$ cat src/rtl/hamming_tx_serializer.sv
// Hamming(12,8) even-parity encoder with optional single-bit fault injection, plus a serializer that sends position 12 first.
// Latency: a byte accepted at edge k with the FSM idle drives codeword bit 12 from edge k+1; each bit is held CLKS_PER_BIT cycles.
// Backpressure: one-entry holding register; in_ready = !hold_full, and in_valid is ignored while the holding register is occupied.
module hamming_tx_serializer #(
  parameter int CLKS_PER_BIT = 4,
  parameter int GAP_BITS     = 1
) (
  input  logic        clk,
  input  logic        rst,
  input  logic [8:1]  in_data,
  input  logic        in_valid,
  output logic        in_ready,
  input  logic        inj_en,
  input  logic [3:0]  inj_pos,
  output logic        ser_out,
  output logic        ser_frame,
  output logic        frame_done,
  output logic        busy,
  output logic [12:1] cw_out
);

  // Counter widths are clamped to 1 bit so that CLKS_PER_BIT = 1 and GAP_BITS = 0 still elaborate.
  localparam int CNT_W   = (CLKS_PER_BIT > 1) ? $clog2(CLKS_PER_BIT) : 1;
  localparam int GAP_CYC = (GAP_BITS > 0) ? GAP_BITS * CLKS_PER_BIT : 1;
  localparam int GAP_W   = (GAP_CYC > 1) ? $clog2(GAP_CYC) : 1;
  localparam bit NO_GAP  = (GAP_BITS == 0);

  localparam logic [CNT_W-1:0] CYC_LAST = CNT_W'(CLKS_PER_BIT - 1);
  localparam logic [GAP_W-1:0] GAP_LAST = GAP_W'(GAP_CYC - 1);
  localparam logic [3:0]       BIT_LAST = 4'd11;

  localparam logic [1:0] S_IDLE  = 2'd0;
  localparam logic [1:0] S_SHIFT = 2'd1;
  localparam logic [1:0] S_GAP   = 2'd2;

  logic [1:0]       state_q, state_d;
  logic             hold_full_q, hold_full_d;
  logic [12:1]      hold_cw_q, hold_cw_d;
  logic [12:1]      sh_q, sh_d;
  logic [3:0]       bit_q, bit_d;
  logic [CNT_W-1:0] cyc_q, cyc_d;
  logic [GAP_W-1:0] gap_q, gap_d;
  logic [12:1]      cw_q, cw_d;

  logic [12:1] enc_cw;
  logic [12:1] inj_mask;
  logic        accept;
  logic        bit_end;
  logic        frame_end;
  logic        gap_end;
  logic        load;

  // Even-parity Hamming(12,8) encoding of the byte on the input port.
  always_comb begin
    enc_cw     = '0;
    enc_cw[3]  = in_data[1];
    enc_cw[5]  = in_data[2];
    enc_cw[6]  = in_data[3];
    enc_cw[7]  = in_data[4];
    enc_cw[9]  = in_data[5];
    enc_cw[10] = in_data[6];
    enc_cw[11] = in_data[7];
    enc_cw[12] = in_data[8];
    enc_cw[1]  = in_data[1] ^ in_data[2] ^ in_data[4] ^ in_data[5] ^ in_data[7];
    enc_cw[2]  = in_data[1] ^ in_data[3] ^ in_data[4] ^ in_data[6] ^ in_data[7];
    enc_cw[4]  = in_data[2] ^ in_data[3] ^ in_data[4] ^ in_data[8];
    enc_cw[8]  = in_data[5] ^ in_data[6] ^ in_data[7] ^ in_data[8];
  end

  // One-hot flip mask; positions 0 and 13..15 match no bit, so they produce no flip.
  always_comb begin
    inj_mask = '0;
    for (int i = 1; i <= 12; i++) begin
      inj_mask[i] = inj_en && (inj_pos == 4'(i));
    end
  end

  assign accept    = in_valid && !hold_full_q;
  assign bit_end   = (cyc_q == CYC_LAST);
  assign frame_end = (state_q == S_SHIFT) && bit_end && (bit_q == BIT_LAST);
  assign gap_end   = (state_q == S_GAP) && (gap_q == GAP_LAST);
  // A held word starts from IDLE, straight after a frame when there is no gap, or at the end of the gap.
  assign load      = hold_full_q && ((state_q == S_IDLE) || (frame_end && NO_GAP) || gap_end);

  // Next-state logic: holding register fill, bit/cycle/gap counting and frame reload.
  always_comb begin
    state_d     = state_q;
    hold_full_d = hold_full_q;
    hold_cw_d   = hold_cw_q;
    sh_d        = sh_q;
    bit_d       = bit_q;
    cyc_d       = cyc_q;
    gap_d       = gap_q;
    cw_d        = cw_q;

    // accept needs an empty hold and load needs a full one, so they never coincide.
    if (accept) begin
      hold_full_d = 1'b1;
      hold_cw_d   = enc_cw ^ inj_mask;
    end

    case (state_q)
      S_IDLE: begin
        state_d = S_IDLE;
      end
      S_SHIFT: begin
        if (bit_end) begin
          cyc_d = '0;
          sh_d  = {sh_q[11:1], 1'b1};
          bit_d = bit_q + 4'd1;
          if (bit_q == BIT_LAST) begin
            bit_d   = '0;
            gap_d   = '0;
            state_d = NO_GAP ? S_IDLE : S_GAP;
          end
        end else begin
          cyc_d = cyc_q + 1'b1;
        end
      end
      S_GAP: begin
        if (gap_end) begin
          state_d = S_IDLE;
        end else begin
          gap_d = gap_q + 1'b1;
        end
      end
      default: begin
        state_d = S_IDLE;
      end
    endcase

    if (load) begin
      state_d     = S_SHIFT;
      sh_d        = hold_cw_q;
      cw_d        = hold_cw_q;
      bit_d       = '0;
      cyc_d       = '0;
      hold_full_d = 1'b0;
    end
  end

  // State registers; reset aborts any frame in flight and discards the held word.
  always_ff @(posedge clk or posedge rst) begin
    if (rst) begin
      state_q     <= S_IDLE;
      hold_full_q <= 1'b0;
      hold_cw_q   <= '0;
      sh_q        <= '1;
      bit_q       <= '0;
      cyc_q       <= '0;
      gap_q       <= '0;
      cw_q        <= '0;
    end else begin
      state_q     <= state_d;
      hold_full_q <= hold_full_d;
      hold_cw_q   <= hold_cw_d;
      sh_q        <= sh_d;
      bit_q       <= bit_d;
      cyc_q       <= cyc_d;
      gap_q       <= gap_d;
      cw_q        <= cw_d;
    end
  end

  assign in_ready   = !hold_full_q;
  assign ser_out    = (state_q == S_SHIFT) ? sh_q[12] : 1'b1;
  assign ser_frame  = (state_q == S_SHIFT);
  assign frame_done = frame_end;
  assign busy       = (state_q != S_IDLE);
  assign cw_out     = cw_q;

endmodule

$ cat config.mk
export PLATFORM = sky130hd
export DESIGN_NAME = hamming_tx_serializer
export DESIGN_NICKNAME = d
export VERILOG_FILES = /design/src/rtl/hamming_tx_serializer.sv
export SDC_FILE = /design/constraint.sdc
export NUM_CORES = 1
export LEC_CHECK = 0
export CAP_MARGIN = 20
export CORE_ASPECT_RATIO = 0.9
export CORE_MARGIN = 2
export CORE_UTILIZATION = 44
export CTS_BUF_LIST = sky130_fd_sc_hd__clkbuf_4
export CTS_CLUSTER_SIZE = 10
export DETAILED_ROUTE_END_ITERATION = 8
export PLACE_DENSITY = 0.66
export SLEW_MARGIN = 15
export SYNTH_ARGS = -nofsm -noshare
export SYNTH_HDL_FRONTEND = slang
export SYNTH_SLANG_ARGS = --single-unit
$ cat constraint.sdc
create_clock -name clk -period 1.8 [get_ports clk]
set_input_delay 0.18 -clock clk [delete_from_list [all_inputs] [get_ports clk]]
set_output_delay 0.18 -clock clk [all_outputs]
set_load 0.02 [all_outputs]
# After elaboration in Yosys (flattened, before gate mapping)
# Index checks and enable logic that the tools add are counted.
# classes
n_mul,0
n_reduce_logical,28
n_mux,22
shift,0
addsub,3
magnitude_cmp,0
bitwise_logic,15
div_mod_pow,0
eq_ne,23
# op_table
cell,n
12-bit two-way mux,3
4-bit equality test (second input constant),6
2-bit two-way mux,10
1-bit logical AND,17
4-bit by 3-bit equality test with 1-bit output (second input constant),4
4-bit two-way mux,4
1-bit bitwise XOR,14
12-bit bitwise XOR,1
2-bit nonzero test,5
4-bit by 2-bit equality test with 1-bit output (second input constant),2
2-bit case mux with 2 select lines,2
2-bit equality test (second input constant),3
3-bit by 1-bit inequality test with 1-bit output (second input constant),2
2-bit by 1-bit adder with 2-bit output (second input constant),2
4-bit by 1-bit adder with 4-bit output (second input constant),1
4-bit by 1-bit equality test with 1-bit output (second input constant),1
2-bit by 1-bit inequality test with 1-bit output (second input constant),2
4-bit AND reduction,1
1-bit two-way mux,3
3-bit inequality test (second input constant),1
3-bit AND reduction,1
2-bit by 1-bit equality test with 1-bit output (second input constant),1
2-bit logical NOT,1
2-bit inequality test (second input constant),1
other kinds (3),3
# totals
inputBits,16
register_bits,47
n_memories,0
wordCells,99
mem_bits_ro,0
ram_bits,0
output_inout_bits,17
latchBits,0

# Logic depth before layout (Yosys ltp)
# Gate-level depths: netlist (run 1).
# logic_depth
ltp_word,6
depth_mapped,6
ltp_nobuf,5

# Least setup slack after synthesis (run 1)
# No wires, ideal clock.
# synth_path
path_kind,reg2reg
startpoint,register cyc_q[0]
endpoint,register gap_q[1]
arrival_ps,1459
path_buffers,2
setup_ps,147
required_ps,1653
path_stages_with_launch,7
period_less_slack_ps,1606
path_slack_ps,194
cell_sequence,dfrtp_1 > ha_1 > nand3b_1 > buf_4 > buf_4 > nor2_1 > o22ai_1
# synth_via
elab_chain_cells,3
# synth_rtl
item,line_no,rtl
from (decl),41,"logic [CNT_W-1:0] cyc_q, cyc_d;"
from (signal assigned),159,cyc_q <= cyc_d;
2-bit equality test,79,assign bit_end = (cyc_q == CYC_LAST);
2-bit by 1-bit inequality test with 1-bit output (no source line),n/a,
4-bit AND reduction (no source line),n/a,
to (signal assigned),160,gap_q <= gap_d;
to (decl),42,"logic [GAP_W-1:0] gap_q, gap_d;"
# Every way passes these cells.
# A chain may end at the register's enable or synchronous reset.

# Worst setup path after layout (run 1)
# layout_path
startpoint,register hold_full_q
endpoint,output port in_ready
# layout_via
elab_chain_cells,1
# layout_rtl
item,line_no,rtl
from (decl),37,"logic hold_full_q, hold_full_d;"
from (signal assigned),155,hold_full_q <= hold_full_d;
1-bit logical NOT,165,assign in_ready = !hold_full_q;
to (decl),12,"output logic in_ready,"
# Every way passes these cells.

==> results of run 1 <==
==> report_power, final <==
group	switching [mW]	internal, mW
registers	0.241	1.57
clock network	0.300	0.160
logic	0.754	0.687
total	1.29	2.42
==> synthesized netlist by cell type, drive strengths merged <==
| library cell | number |
|---|---|
| nand2 | 55 |
| and3 | 2 |
| xor2 | 3 |
| ha | 3 |
| nor2 | 11 |
| nand2b | 6 |
| clkbuf | 3 |
| o22ai | 2 |
| nor3b | 2 |
| a21oi | 7 |
| o21ai | 27 |
| mux2i | 12 |
| nor2b | 1 |
| inv | 6 |
| nand4 | 1 |
| nand3 | 3 |
| xnor2 | 17 |
| nand3b | 5 |
| xnor3 | 2 |
| dfstp | 12 |
| dfrtp | 35 |
| nor3 | 5 |
| buf | 5 |
| or2 | 2 |
| a211oi | 1 |
==> layer usage <==
| metal | part of all wire | global-route usage | up-vias |
|---|---|---|---|
| met5 | 0 | 0 | - |
| met4 | 0.0086 | 0.05172 | 0 |
| met3 | 0.041 | 0.02985 | 2 |
| met2 | 0.43 | 0.2316 | 40 |
| met1 | 0.52 | 0.2349 | 718 |
| li1 | - | - | 834 |
==> flip-flops by register name (all words and copies together) (netlist names) <==
| name | flops |
|---|---|
| hold_full_q | 1 |
| hold_cw_q | 12 |
| state_q | 2 |
| cyc_q | 2 |
| bit_q | 4 |
| sh_q | 12 |
| gap_q | 2 |
| cw_out | 12 |
==> worst register-to-register path, delay by kind of cell, from the launching register on <==
kind	cells	cell delay, ps
AO/OA/AOI/OAI	1	90
buffers and inverters	1	240
AND/OR/NAND/NOR	3	630
flip-flops	1	390
adder cells (fa/ha/maj)	1	140
==> cell families (layout without fill, tap and decap cells) <==
kind of cell / Yosys count / after routing / share of synthesized area
buffers and inverters: 14 / 54 / 0.02831
AOI/OAI and AO/OA: 37 / 37 / 0.08440
xor gates and xnor gates: 22 / 22 / 0.1044
DFF: 47 / 47 / 0.5286
muxes: 12 / 12 / 0.05331
and+or+nand+nor: 93 / 93 / 0.1843
adders and majority gates: 3 / 3 / 0.01666
==> area by class of cell <==
cell class                      instances  area share
Clock buffer                            6     0.01637
Tap cell                               65     0.02956
Clock inverter                          2    0.002729
Inverter                                6    0.008186
Sequential cell                        47      0.4334
Timing Repair Buffer                   40      0.1419
Multi-Input combinational cell        167      0.3679
==> per-stage QoR <==
| step | cells | power (mW) | hold slack, ps | area (sq um) | utilization |
|---|---|---|---|---|---|
| 3_3_place_gp | 325 | 3.264 | 458.0 | 2691 | 0.5498 |
| 2_1_floorplan | 228 | 2.728 | 305.0 | 2253 | - |
| 6_report | 333 | 3.712 | 111.3 | 2751 | 0.5621 |
| 4_1_cts | 333 | 3.752 | 101.7 | 2735 | 0.5588 |
| 3_5_place_dp | 325 | 3.302 | 461.6 | 2691 | 0.5498 |
| 5_1_grt | 333 | 4.007 | 126.0 | 2751 | 0.5621 |
==> worst min-delay path by stage <==
stage	start	endpoint	slack, ps	cells after the start
after global routing	rst	cw_out[10]$_DFFE_PP0N_	130	2
final	rst	cw_out[9]$_DFFE_PP0N_	110	2
after global placement	cw_out[12]$_DFFE_PP0N_	cw_out[12]$_DFFE_PP0N_	460	2
after floorplan	in_valid	hold_full_q$_DFFE_PP0P_	300	2
after detailed placement	cw_out[6]$_DFFE_PP0N_	cw_out[6]$_DFFE_PP0N_	460	2
after CTS	rst	cw_out[9]$_DFFE_PP0N_	100	2
==> run metrics, run 1 <==
status=complete, no violations; Multi-input gate area=approximately 1000 sq um; first drt pass iteration count=4; Worst Setup Path Type=reg2out; PD cells=between 1000 and 1500 nW/um^2; most common cell after layout, fill and taps aside=nand2_1; Final GP Congestion=0.8808; worst r2r path cells=6; Synth warnings=0; Syn Inst Count=around 230; # rows=24; root buffer cell=clkbuf_4; sequential element share of the synthesized area=0.5286; layout cell share with drive strength beyond 1=0.1269; Hold Path Class=in2async; TritonCTS clock tree=built; Residual DRC=0; vias per cell=approximately 4.8; Reg2Reg Setup Slack=240 ps; post-synth top area cell=dfrtp_1; Synth Register Bits=47; Post-Syn Nets=247; CTS H-tree depth=2; Reg area=1192 sq um; Setup WS pre-CTS=52.78 ps; Worst Path Required=1620 ps; gr ovfl total=0; fillcell total=between 400 and 500; total wire length=3968 um; initial antenna violation count=0; unrepaired setup endpoints after global routing=false; Synth cell types=28; top post-synthesis cells by area=dfrtp_1, dfstp_2, nand2_1; Synth Cell Area=2253 sq um; dpl hpwl=3047 um; I/O pin cnt=33; Clk Latency, worst-skew pair=340 ps; clk buf depth=2; Final ANT Viol Nets=0; largest net degree at the start of global routing=35; Worst Path Arrival=1500 ps; final slew viol count=0; setup_tns=0 ps; hold_buf cts=0; worst path bufs/invs=2; CTS buffer count=5; first-pass GRT wire length=6941 um; post-cts gate resize count=7; clock sink total=47; Max Freq=594.9 MHz; CP top delay family=buffers and inverters; Worst Tran Pin Value=532.8 ps; Worst-path clk slew=130 ps; DIE AREA=5711 sq um; area delta synth->final=22.10%; DRT iter0 DRCs=151; fin nets=286; Max-slew headroom=0.6426; antenna cells=0; CP Capture Point=in_ready; Period minus WS final=1681 ps; CP max-delay cell=clkdlybuf4s50_1; drt wl/cell=roughly 12 um; Global Route Usage Sum=0.1569; Final period util=0.9339; CP cell instances=inv_1 -> clkdlybuf4s50_1; final setup fails=0; final hold viol count=0; final clock skew=12.49 ps; final worst-path setup slack=119.0 ps; CP Capture Type=primary output; worst-case vdd ir drop=0.0005479 V; Critical Path Fanout Max=3; IO buf count=32; DR vias=1594; postcts setup bufs=0; crit-path max cell delay=620 ps; reg-to-reg startpoint=gap_q[0]$_DFFE_PP0P_; critical path depth=2; synthesized area per cell=just under 10 sq um; area share of the largest cell type after synthesis=0.3887; Crit. Startpoint=hold_full_q$_DFFE_PP0P_; vias in the first global route=1486; Starting Density=0.4604; leak pwr=1.266 nW; commonest cells after routing, fill and taps aside=nand2_1, dfrtp_1, clkdlybuf4s50_1; Die X=between 70 and 80 um; startpoint type of the worst setup path=flop; worst r2r dst=sh_q[6]$_DFFE_PP1P_; core area=4895 sq um; Die Height=about 72 um; maxcap violations=0
Power figures use the tool's default switching activity.
==> run 2: changes to the inputs <==
--- a/config.mk
+++ b/config.mk
@@ -6,7 +6,6 @@
 export NUM_CORES = 1
 export LEC_CHECK = 0
 export CAP_MARGIN = 20
-export CORE_ASPECT_RATIO = 0.9
 export CORE_MARGIN = 2
 export CORE_UTILIZATION = 44
 export CTS_BUF_LIST = sky130_fd_sc_hd__clkbuf_4
@@ -17,3 +16,4 @@
 export SYNTH_ARGS = -nofsm -noshare
 export SYNTH_HDL_FRONTEND = slang
 export SYNTH_SLANG_ARGS = --single-unit
+export TNS_END_PERCENT = 1
==> run 2 against run 1 <==
  * Critical path depth increased by 3
  * Non-clock buffer count rose by 4
  * Sequential power is essentially flat
  * First-iteration DRC count fell by 52%
  * Die area about the same
  * Flip-flop and latch count unchanged
  * Critical path type unchanged
  * Largest cell class unchanged
  * Largest power group unchanged
==> run metrics, run 2 (synthesis gave the netlist of run 1 again) <==
worst-case vdd ir drop=0.0008032 V; met2 usage=0.2522; drt wl/cell=12.51 um; Die X=75.57 um; leak pwr=1.312 nW; CTS H-tree depth=2; area delta synth->final=24.76%; Period minus WS final=approximately 1700 ps; final hold viol count=0; PD cells=1384 nW/um^2; Finished Core Util=0.5612; power after layout=3.891 mW; layout cell share with drive strength beyond 1=0.1471; antenna cells=0; CP top delay family=flip-flops; total wire length=4278 um; Clk Latency, worst-skew pair=360 ps; commonest cells after routing, fill and taps aside=nand2_1, dfrtp_1, clkdlybuf4s50_1; CP Capture Type=primary output; initial antenna violation count=0; Worst Path Required=1620 ps; first drt pass iteration count=4; DIE AREA=between 5000 and 6000 sq um; vias in the first global route=approximately 1.6k; first-pass GRT wire length=7182 um; DRT iter0 DRCs=73; gr ovfl total=0; setup_tns=0 ps; Final GP Congestion=0.8031; Final period util=0.9426; crit-path max cell delay=410 ps; largest net degree at the start of global routing=48; Worst Setup Path Type=reg2out; fillcell total=485; vias per cell=4.848; Critical Path Fanout Max=4; Max-slew headroom=0.7213; status=complete, no violations; Max Freq=589.4 MHz; Starting Density=0.4498; final clock skew=8.654 ps; M1 GR Usage=0.2365; dpl hpwl=3120 um; TritonCTS clock tree=built; I/O pin cnt=33; core area=5010 sq um; most used routing layer=met2; final instance area=2811 sq um; Residual DRC=0; IO buf count=32; Die Height=between 70 and 80 um; hold_buf cts=0; met3 usage=0.03571; Worst Tran Pin Value=417.2 ps; most common cell after layout, fill and taps aside=nand2_1; CP max-delay cell=dfrtp_1; dpl cell area=about 2700 sq um; DR vias=around 1.7k; Hold Path Class=in2async; clk buf depth=2; worst path bufs/invs=1; final slew viol count=0; clock sink total=47; maxcap violations=0; final setup fails=0; Global Route Usage Sum=0.1676; startpoint type of the worst setup path=flop; # rows=26; root buffer cell=clkbuf_4; CTS buffer count=5; Worst Path Arrival=1520 ps; CP cell instances=ha_1 -> nor2b_2 -> nand2_1 -> nor2_1 -> buf_4; Worst-path clk slew=130 ps; fin nets=290; Final ANT Viol Nets=0
==> run 2: where the power goes <==
group | internal, mW | switching (mW) | leakage, nW
Sequential | 1.57 | 0.251 | 0.567
Clock | 0.286 | 0.333 | 0.0426
Combinational | 0.693 | 0.758 | 0.703
==> run 2: stage by stage <==
| stage | instances | setup WS, ps | hold WS (ps) |
|---|---|---|---|
| after floorplan | 228 | 194.1 | 305.0 |
| after global placement | 331 | 62.73 | 460.6 |
| after detailed placement | 331 | -1.493 | 464.3 |
| after CTS | 339 | -6.064 | 150.3 |
| after global routing | 342 | -7.551 | 149.2 |
| final | 342 | 103.4 | 151.2 |
==> run 2: area by class of cell <==
cell class,instances,area (sq um),share of cell area
clock buffers,5,37.54,0.01335
flip-flops and latches,47,1192,0.4241
clock inverters,3,38.79,0.01380
well taps,70,87.58,0.03115
repair buffers,44,420.4,0.1495
multi-input cells,167,1012,0.3600
inverters,6,22.52,0.008011
==> run 2: final timing paths <==
path	end	cells after the start	slack, ps	startpoint
setup / recovery	frame_done	5	100	bit_q[0]$_DFFE_PP0P_
hold / removal	cw_out[7]$_DFFE_PP0N_	3	150	rst
setup reg to reg	cw_out[8]$_DFFE_PP0N_	7	220	gap_q[0]$_DFFE_PP0P_
hold reg to reg	cw_out[10]$_DFFE_PP0N_	2	490	cw_out[10]$_DFFE_PP0N_
max in group asynchronous	sh_q[11]$_DFFE_PP1P_	3	1380	rst
min in group clk	hold_full_q$_DFFE_PP0P_	3	400	in_valid
==> run 2: timing repair <==
action | 4_1_cts | 5_1_grt
pin swaps | 0 | 0
buffers inserted | 0 | 3
setup endpoints to repair | 12 | 10
gates cloned | 0 | 0
gates resized for setup | 8 | 6
==> run 2: worst reg2reg max path, delay by kind of cell (launching register included) <==
| family | cells | cell delay, ps |
|---|---|---|
| flip-flops | 1 | 410 |
| AND/OR/NAND/NOR | 4 | 530 |
| adder cells (fa/ha/maj) | 1 | 190 |
| buffers and inverters | 2 | 390 |
==> run 2: per-layer routing <==
metal,wire [um],part of all wire
met2,1884,0.44
met4,90,0.021
met1,2140,0.50
met5,0,0
met3,162,0.038
